File: src/rtl/wave_capture_pkg.sv
// rtl/wave_capture_pkg.sv - shared state encoding, defaults and sample conversion for wave_capture
package wave_capture_pkg;

   localparam int DEFAULT_SAMPLES  = 256;
   localparam int DEFAULT_DECIMATE = 1;

   typedef enum logic [1:0] {
      ST_ARMED  = 2'd0,
      ST_ACTIVE = 2'd1,
      ST_WAIT   = 2'd2
   } state_t;

   // Signed PCM high byte to offset-binary display byte (midscale = 0x80).
   function automatic logic [7:0] to_offset8(input logic [7:0] hi_byte);
      return {~hi_byte[7], hi_byte[6:0]};
   endfunction

endpackage

File: src/rtl/zero_crossing_detector.sv
// rtl/zero_crossing_detector.sv - flags a negative-to-non-negative step between consecutive accepted samples
module zero_crossing_detector (
   input  logic clk,
   input  logic reset,
   input  logic clear,
   input  logic sample_valid,
   input  logic sample_sign,
   output logic trigger
);

   logic prev_sign;
   logic prev_valid;

   // Only the sign of the previous sample matters for the crossing test.
   always_ff @(posedge clk or negedge reset) begin
      if (!reset) begin
         prev_sign  <= 1'b0;
         prev_valid <= 1'b0;
      end else if (clear) begin
         prev_sign  <= 1'b0;
         prev_valid <= 1'b0;
      end else if (sample_valid) begin
         prev_sign  <= sample_sign;
         prev_valid <= 1'b1;
      end
   end

   assign trigger = sample_valid & prev_valid & prev_sign & ~sample_sign;

endmodule

File: src/rtl/wave_capture.sv
// rtl/wave_capture.sv - triggered, decimated audio capture into a double-buffered display RAM
module wave_capture
   import wave_capture_pkg::*;
#(
   parameter int SAMPLES  = DEFAULT_SAMPLES,
   parameter int DECIMATE = DEFAULT_DECIMATE
) (
   input  logic        clk,
   input  logic        reset,
   input  logic        new_sample_ready,
   input  logic [15:0] new_sample_in,
   input  logic        display_idle,
   output logic        write_enable,
   output logic [8:0]  write_address,
   output logic [7:0]  write_sample,
   output logic        read_index,
   output logic        capture_done
);

   localparam logic [7:0] LAST_INDEX = 8'(SAMPLES - 1);
   localparam logic [3:0] DEC_LAST   = 4'(DECIMATE - 1);

   state_t     state;
   state_t     state_next;
   logic [3:0] dec_cnt;
   logic [7:0] index;
   logic [7:0] wr_index;
   logic       accept;
   logic       trigger;
   logic       write_now;
   logic       done_now;
   logic       swap_now;
   logic       unused_low_bits;

   // The display only resolves the top byte of each sample.
   assign unused_low_bits = ^new_sample_in[7:0];

   assign accept   = new_sample_ready && (state != ST_WAIT) && (dec_cnt == 4'd0);
   assign wr_index = (state == ST_ARMED) ? 8'd0 : index;

   zero_crossing_detector u_zero_crossing (
      .clk          (clk),
      .reset        (reset),
      .clear        (state != ST_ARMED),
      .sample_valid (accept && (state == ST_ARMED)),
      .sample_sign  (new_sample_in[15]),
      .trigger      (trigger)
   );

   always_ff @(posedge clk or negedge reset) begin
      if (!reset) begin
         state <= ST_ARMED;
      end else begin
         state <= state_next;
      end
   end

   always_comb begin
      state_next = state;
      case (state)
         ST_ARMED:  if (trigger) state_next = ST_ACTIVE;
         ST_ACTIVE: if (accept && (index == LAST_INDEX)) state_next = ST_WAIT;
         ST_WAIT:   if (display_idle) state_next = ST_ARMED;
         default:   state_next = ST_ARMED;
      endcase
   end

   always_comb begin
      write_now = 1'b0;
      done_now  = 1'b0;
      swap_now  = 1'b0;
      case (state)
         ST_ARMED:  write_now = trigger;
         ST_ACTIVE: begin
            write_now = accept;
            done_now  = accept && (index == LAST_INDEX);
         end
         ST_WAIT:   swap_now = display_idle;
         default:   ;
      endcase
   end

   // Decimation phase restarts from zero for every new arm.
   always_ff @(posedge clk or negedge reset) begin
      if (!reset) begin
         dec_cnt <= 4'd0;
      end else if (state == ST_WAIT) begin
         dec_cnt <= 4'd0;
      end else if (new_sample_ready) begin
         dec_cnt <= (dec_cnt == DEC_LAST) ? 4'd0 : dec_cnt + 4'd1;
      end
   end

   always_ff @(posedge clk or negedge reset) begin
      if (!reset) begin
         index <= 8'd0;
      end else if ((state == ST_ARMED) && trigger) begin
         index <= 8'd1;
      end else if ((state == ST_ACTIVE) && accept) begin
         index <= (index == LAST_INDEX) ? 8'd0 : index + 8'd1;
      end
   end

   always_ff @(posedge clk or negedge reset) begin
      if (!reset) begin
         read_index <= 1'b0;
      end else if (swap_now) begin
         read_index <= ~read_index;
      end
   end

   // Capture always targets the bank the display is not reading.
   always_ff @(posedge clk or negedge reset) begin
      if (!reset) begin
         write_enable  <= 1'b0;
         capture_done  <= 1'b0;
         write_address <= 9'd0;
         write_sample  <= 8'd0;
      end else begin
         write_enable <= write_now;
         capture_done <= done_now;
         if (write_now) begin
            write_address <= {~read_index, wr_index};
            write_sample  <= to_offset8(new_sample_in[15:8]);
         end
      end
   end

endmodule
File: config.mk
export PLATFORM = sky130hd
export DESIGN_NAME = wave_capture
export DESIGN_NICKNAME = d
export VERILOG_FILES = /design/src/rtl/wave_capture_pkg.sv /design/src/rtl/zero_crossing_detector.sv /design/src/rtl/wave_capture.sv
export SDC_FILE = /design/constraint.sdc
export NUM_CORES = 1
export LEC_CHECK = 0
export ABC_AREA = 1
export CORE_MARGIN = 2
export CORE_UTILIZATION = 46
export CTS_BUF_LIST = sky130_fd_sc_hd__clkbuf_8
export DETAILED_ROUTE_END_ITERATION = 7
export GPL_TIMING_DRIVEN = 0
export HOLD_SLACK_MARGIN = 0.12
export PLACE_DENSITY = 0.77
export RECOVER_POWER = 25
export SYNTH_ARGS = -nofsm -noshare
export SYNTH_HDL_FRONTEND = slang
export SYNTH_SLANG_ARGS = --single-unit
File: constraint.sdc
create_clock -name clk -period 1.5 [get_ports clk]
set_input_delay 0.375 -clock clk [delete_from_list [all_inputs] [get_ports clk]]
set_output_delay 0.375 -clock clk [all_outputs]
set_load 0.01 [all_outputs]
==> results.md <==
* Outcome: completed
* RSZ-0062 raised after global routing: yes
* Sequential area share after synthesis at between 50 and 60%
* Worst clock skew at approximately 4 ps
* Fin cells at about 300
* Maximum vdd ir drop at between 0.0009 and 0.001 V
* Period utilization at approximately 100%
* Net switching power at 1.38 mW
* DIE AREA at between 4000 and 5000 sq um
* Routed vias at ~1500
* Vias in the first global route at around 1400
* Fin. max-slew vios at 0
* Core region area at around 3600 sq um
* Relative slew slack at ~43%
* First-pass GRT wire length at 6190 microns
* FF+latch count, synth at 36
* Starting Density at between 40% and 50%
* FMAX at 670 MHz
* Cell leakage power at ~1.2 nW
* CTS Buffer Depth at 2
* Cts bufs inserted at 5
* Synthesized Nets at 215
* CP Cell Sequence: inv_2 > ha_4 > nand2_4 > nor2_4 > nand3_4 > buf_12 > buf_6 > o21ai_2 > a21oi_2
* Crit path buf inv count at 3
* Synth area leader: dfrtp_1
* Crit-path slowest cell: dfrtp_1
* PD cells at between 1500 and 2000 nW/um^2
* Die X at 65.0 microns
* Filler cells at 305
* PortBufs at 31
* Synth warn at 0
* Cell Area, Synth at about 1700 sq um
* Switching share of power at a little over a third
* Pre-Repair DR Iteration Count at 4
* Maxcap violations at 0
* Via/cell ratio at 4.99
* WHS at 194 ps
* End-of-flow core utilization at 66.8%
* Synth top area share at between 50% and 60%
* Worst Hold Class: in -> async
* Synth top cells by count: nand2_1 (46), dfrtp_1 (36), nand3_1 (29)
* Critical path peak fanout at 8
* Clk_lat worst skew at 290 ps
* GR Util All Layers at between 10% and 20%
* Clk pwr share at roughly 18%
* Largest stage delay, worst path at roughly 400 ps
* Final worst path period need at ~1500 ps
* Post-synth EDFFs at 0
* Chip height at 65.0 microns
* Initial DRC count at roughly 120
* Std-Cell Rows at 22
* Critical path startpoint category: register
* Reg2reg path depth at 9
* Antenna viol nets, final at 0
* Primary FF master, synth: dfrtp_1
* CP Data Required Time at ~1700 ps
* Hold Violations, Final at 0
* Final HPWL DP at around 2400 microns
* DRC viols at 0
* Share of layout cells above drive strength 1 at about a quarter
* Initial antenna violation count at 0
* GP Congestion at approximately 0.80
* Netlist cell types at 26
* Area grow syn2layout at 41.7%
* Crit path capture type: register
* Hold_buf cts at 0
* ANT cells at 0
* Avg WL per Cell at 13.0 microns
* RR Startpoint: dec_cnt[0]
* Placed instance count at approximately 270
* Final wirelength at 3810 microns
* Most frequent cell after synthesis: nand2_1
* # setup viols final at 0
* Grt total ovfl at 0
* Synth Instances at about 190
* Worst path depth at 9
* Crit-path leading delay family: flip-flops
* Post-Syn Area per Cell at approximately 9 sq um
* Logic pwr share at about two fifths
* Main area contributors after synthesis: dfrtp_1 (53%), nand2_1 (10%), nand3_1 (8.5%), o21ai_0 (4.4%), inv_1 (4.2%)
* Root Buffer Master: clkbuf_8
* Reg-to-reg slack, setup at ~7.3 ps
* Crit path from: dec_cnt[0]
* Clk slew on worst S/H paths at around 70 ps
* Final net count at 267
* H-tree Lvls at 2
* Actual slew at the worst max-slew pin at roughly 860 ps
* Arrival time worst endpoint at about 1700 ps
* Setup Crit Path Kind: reg -> reg
* Reg-to-reg endpoint: index[4]
* CTS tree: yes
* Ports at 40
* Register share of total power at roughly 40%
* Largest net degree at the start of global routing at 37
* Critical Path Sink: index[4]
* Int Pwr at 2.44 mW
* Async SR Flop Fraction at 100%
* Clk sink count at 36
## routing by layer
layer | wire [microns] | vias to the layer above | GRT usage (%) | part of all wire [%]
li1 | - | 727 | - | -
met1 | 1650 | 683 | 24.4 | 43
met2 | 1950 | 47 | 32.2 | 51
met3 | 167 | 4 | 6.25 | 4.4
met4 | 38 | 0 | 6.25 | 1.0
met5 | 0 | - | 0 | 0
## cells in the final DEF, fill, tap and decap left out, types with 2 or more instances in the layout
cell type,instances
a21oi_1,2
a21oi_2,3
buf_12,2
buf_4,8
buf_6,4
buf_8,2
clkbuf_8,6
clkdlybuf4s50_1,9
dfrtp_1,36
dlygate4sd2_1,21
inv_1,19
inv_2,4
nand2_1,43
nand2_2,3
nand2_4,4
nand3_1,24
nand3_2,5
nand4_1,2
nor2_1,10
nor2_2,2
nor2_4,3
o21ai_0,9
o21ai_1,3
o21ai_2,5
xnor2_1,3
## flip-flops by register name (all words and copies together) (netlist names)
name                        flops
read_index                      1
write_address                   9
capture_done                    1
dec_cnt                         4
write_sample                    8
index                           8
u_zero_crossing.prev_valid      1
state                           2
write_enable                    1
u_zero_crossing.prev_sign       1
## layout make-up
| type | count | area, sq um | area share (%) |
|---|---|---|---|
| buffer | 5 | 68.8 | 2.83 |
| clock buffer | 6 | 82.6 | 3.40 |
| clock inverter | 2 | 7.51 | 0.309 |
| inverter | 21 | 78.8 | 3.25 |
| multi-input combinational | 131 | 792 | 32.6 |
| sequential | 36 | 901 | 37.1 |
| tap | 48 | 60.1 | 2.47 |
| timing repair buffer | 44 | 438 | 18.0 |
## cell families (layout without fill, tap and decap cells)
kind of cell	after synthesis	count (layout)	synth area share (%)
AO/OA/AOI/OAI	25	25	8.61
XOR/XNOR	4	4	2.04
adder cells (fa/ha/maj)	3	3	2.19
buffers and inverters	26	78	7.81
flip-flops	36	36	52.6
AND/OR/NAND/NOR	98	99	26.8
## metrics by stage
stage               area, sq um  total power, mW  setup TNS, ps  setup WS, ps
floorplan                  1710             2.32              0          49.9
finish                     2430             3.82              0          7.31
global route               2430             4.11           -705         -57.4
detailed placement         2080             2.97         -10470          -450
global placement           2080             2.94         -36720          -770
CTS                        2300             3.63              0          2.15
## worst min path at each step
stage / endpoint / slack (ps) / cells past startpoint
4_1_cts: write_sample[4] / 200 / 1
6_report: write_address[4] / 190 / 1
5_1_grt: write_address[3] / 270 / 1
3_3_place_gp: write_address[8] / 490 / 1
3_5_place_dp: write_address[2] / 500 / 2
2_1_floorplan: capture_done / 80 / 0
## power by group through the flow
| stage | Combinational, mW | Clock (mW) | Sequential [mW] |
|---|---|---|---|
| 2_1_floorplan | 0.704 | 0 | 1.61 |
| 3_3_place_gp | 1.40 | 0 | 1.54 |
| 3_5_place_dp | 1.43 | 0 | 1.54 |
| 4_1_cts | 1.42 | 0.691 | 1.52 |
| 5_1_grt | 1.77 | 0.758 | 1.57 |
| 6_report | 1.61 | 0.687 | 1.53 |
## timing repair
action | CTS | global route
cloned | 1 | 2
setup buffers | 8 | 3
setup endpoints to repair | 48 | 28
resized for setup | 43 | 18
pin swaps | 7 | 10
Note: power is estimated with default switching activity, not from simulation.
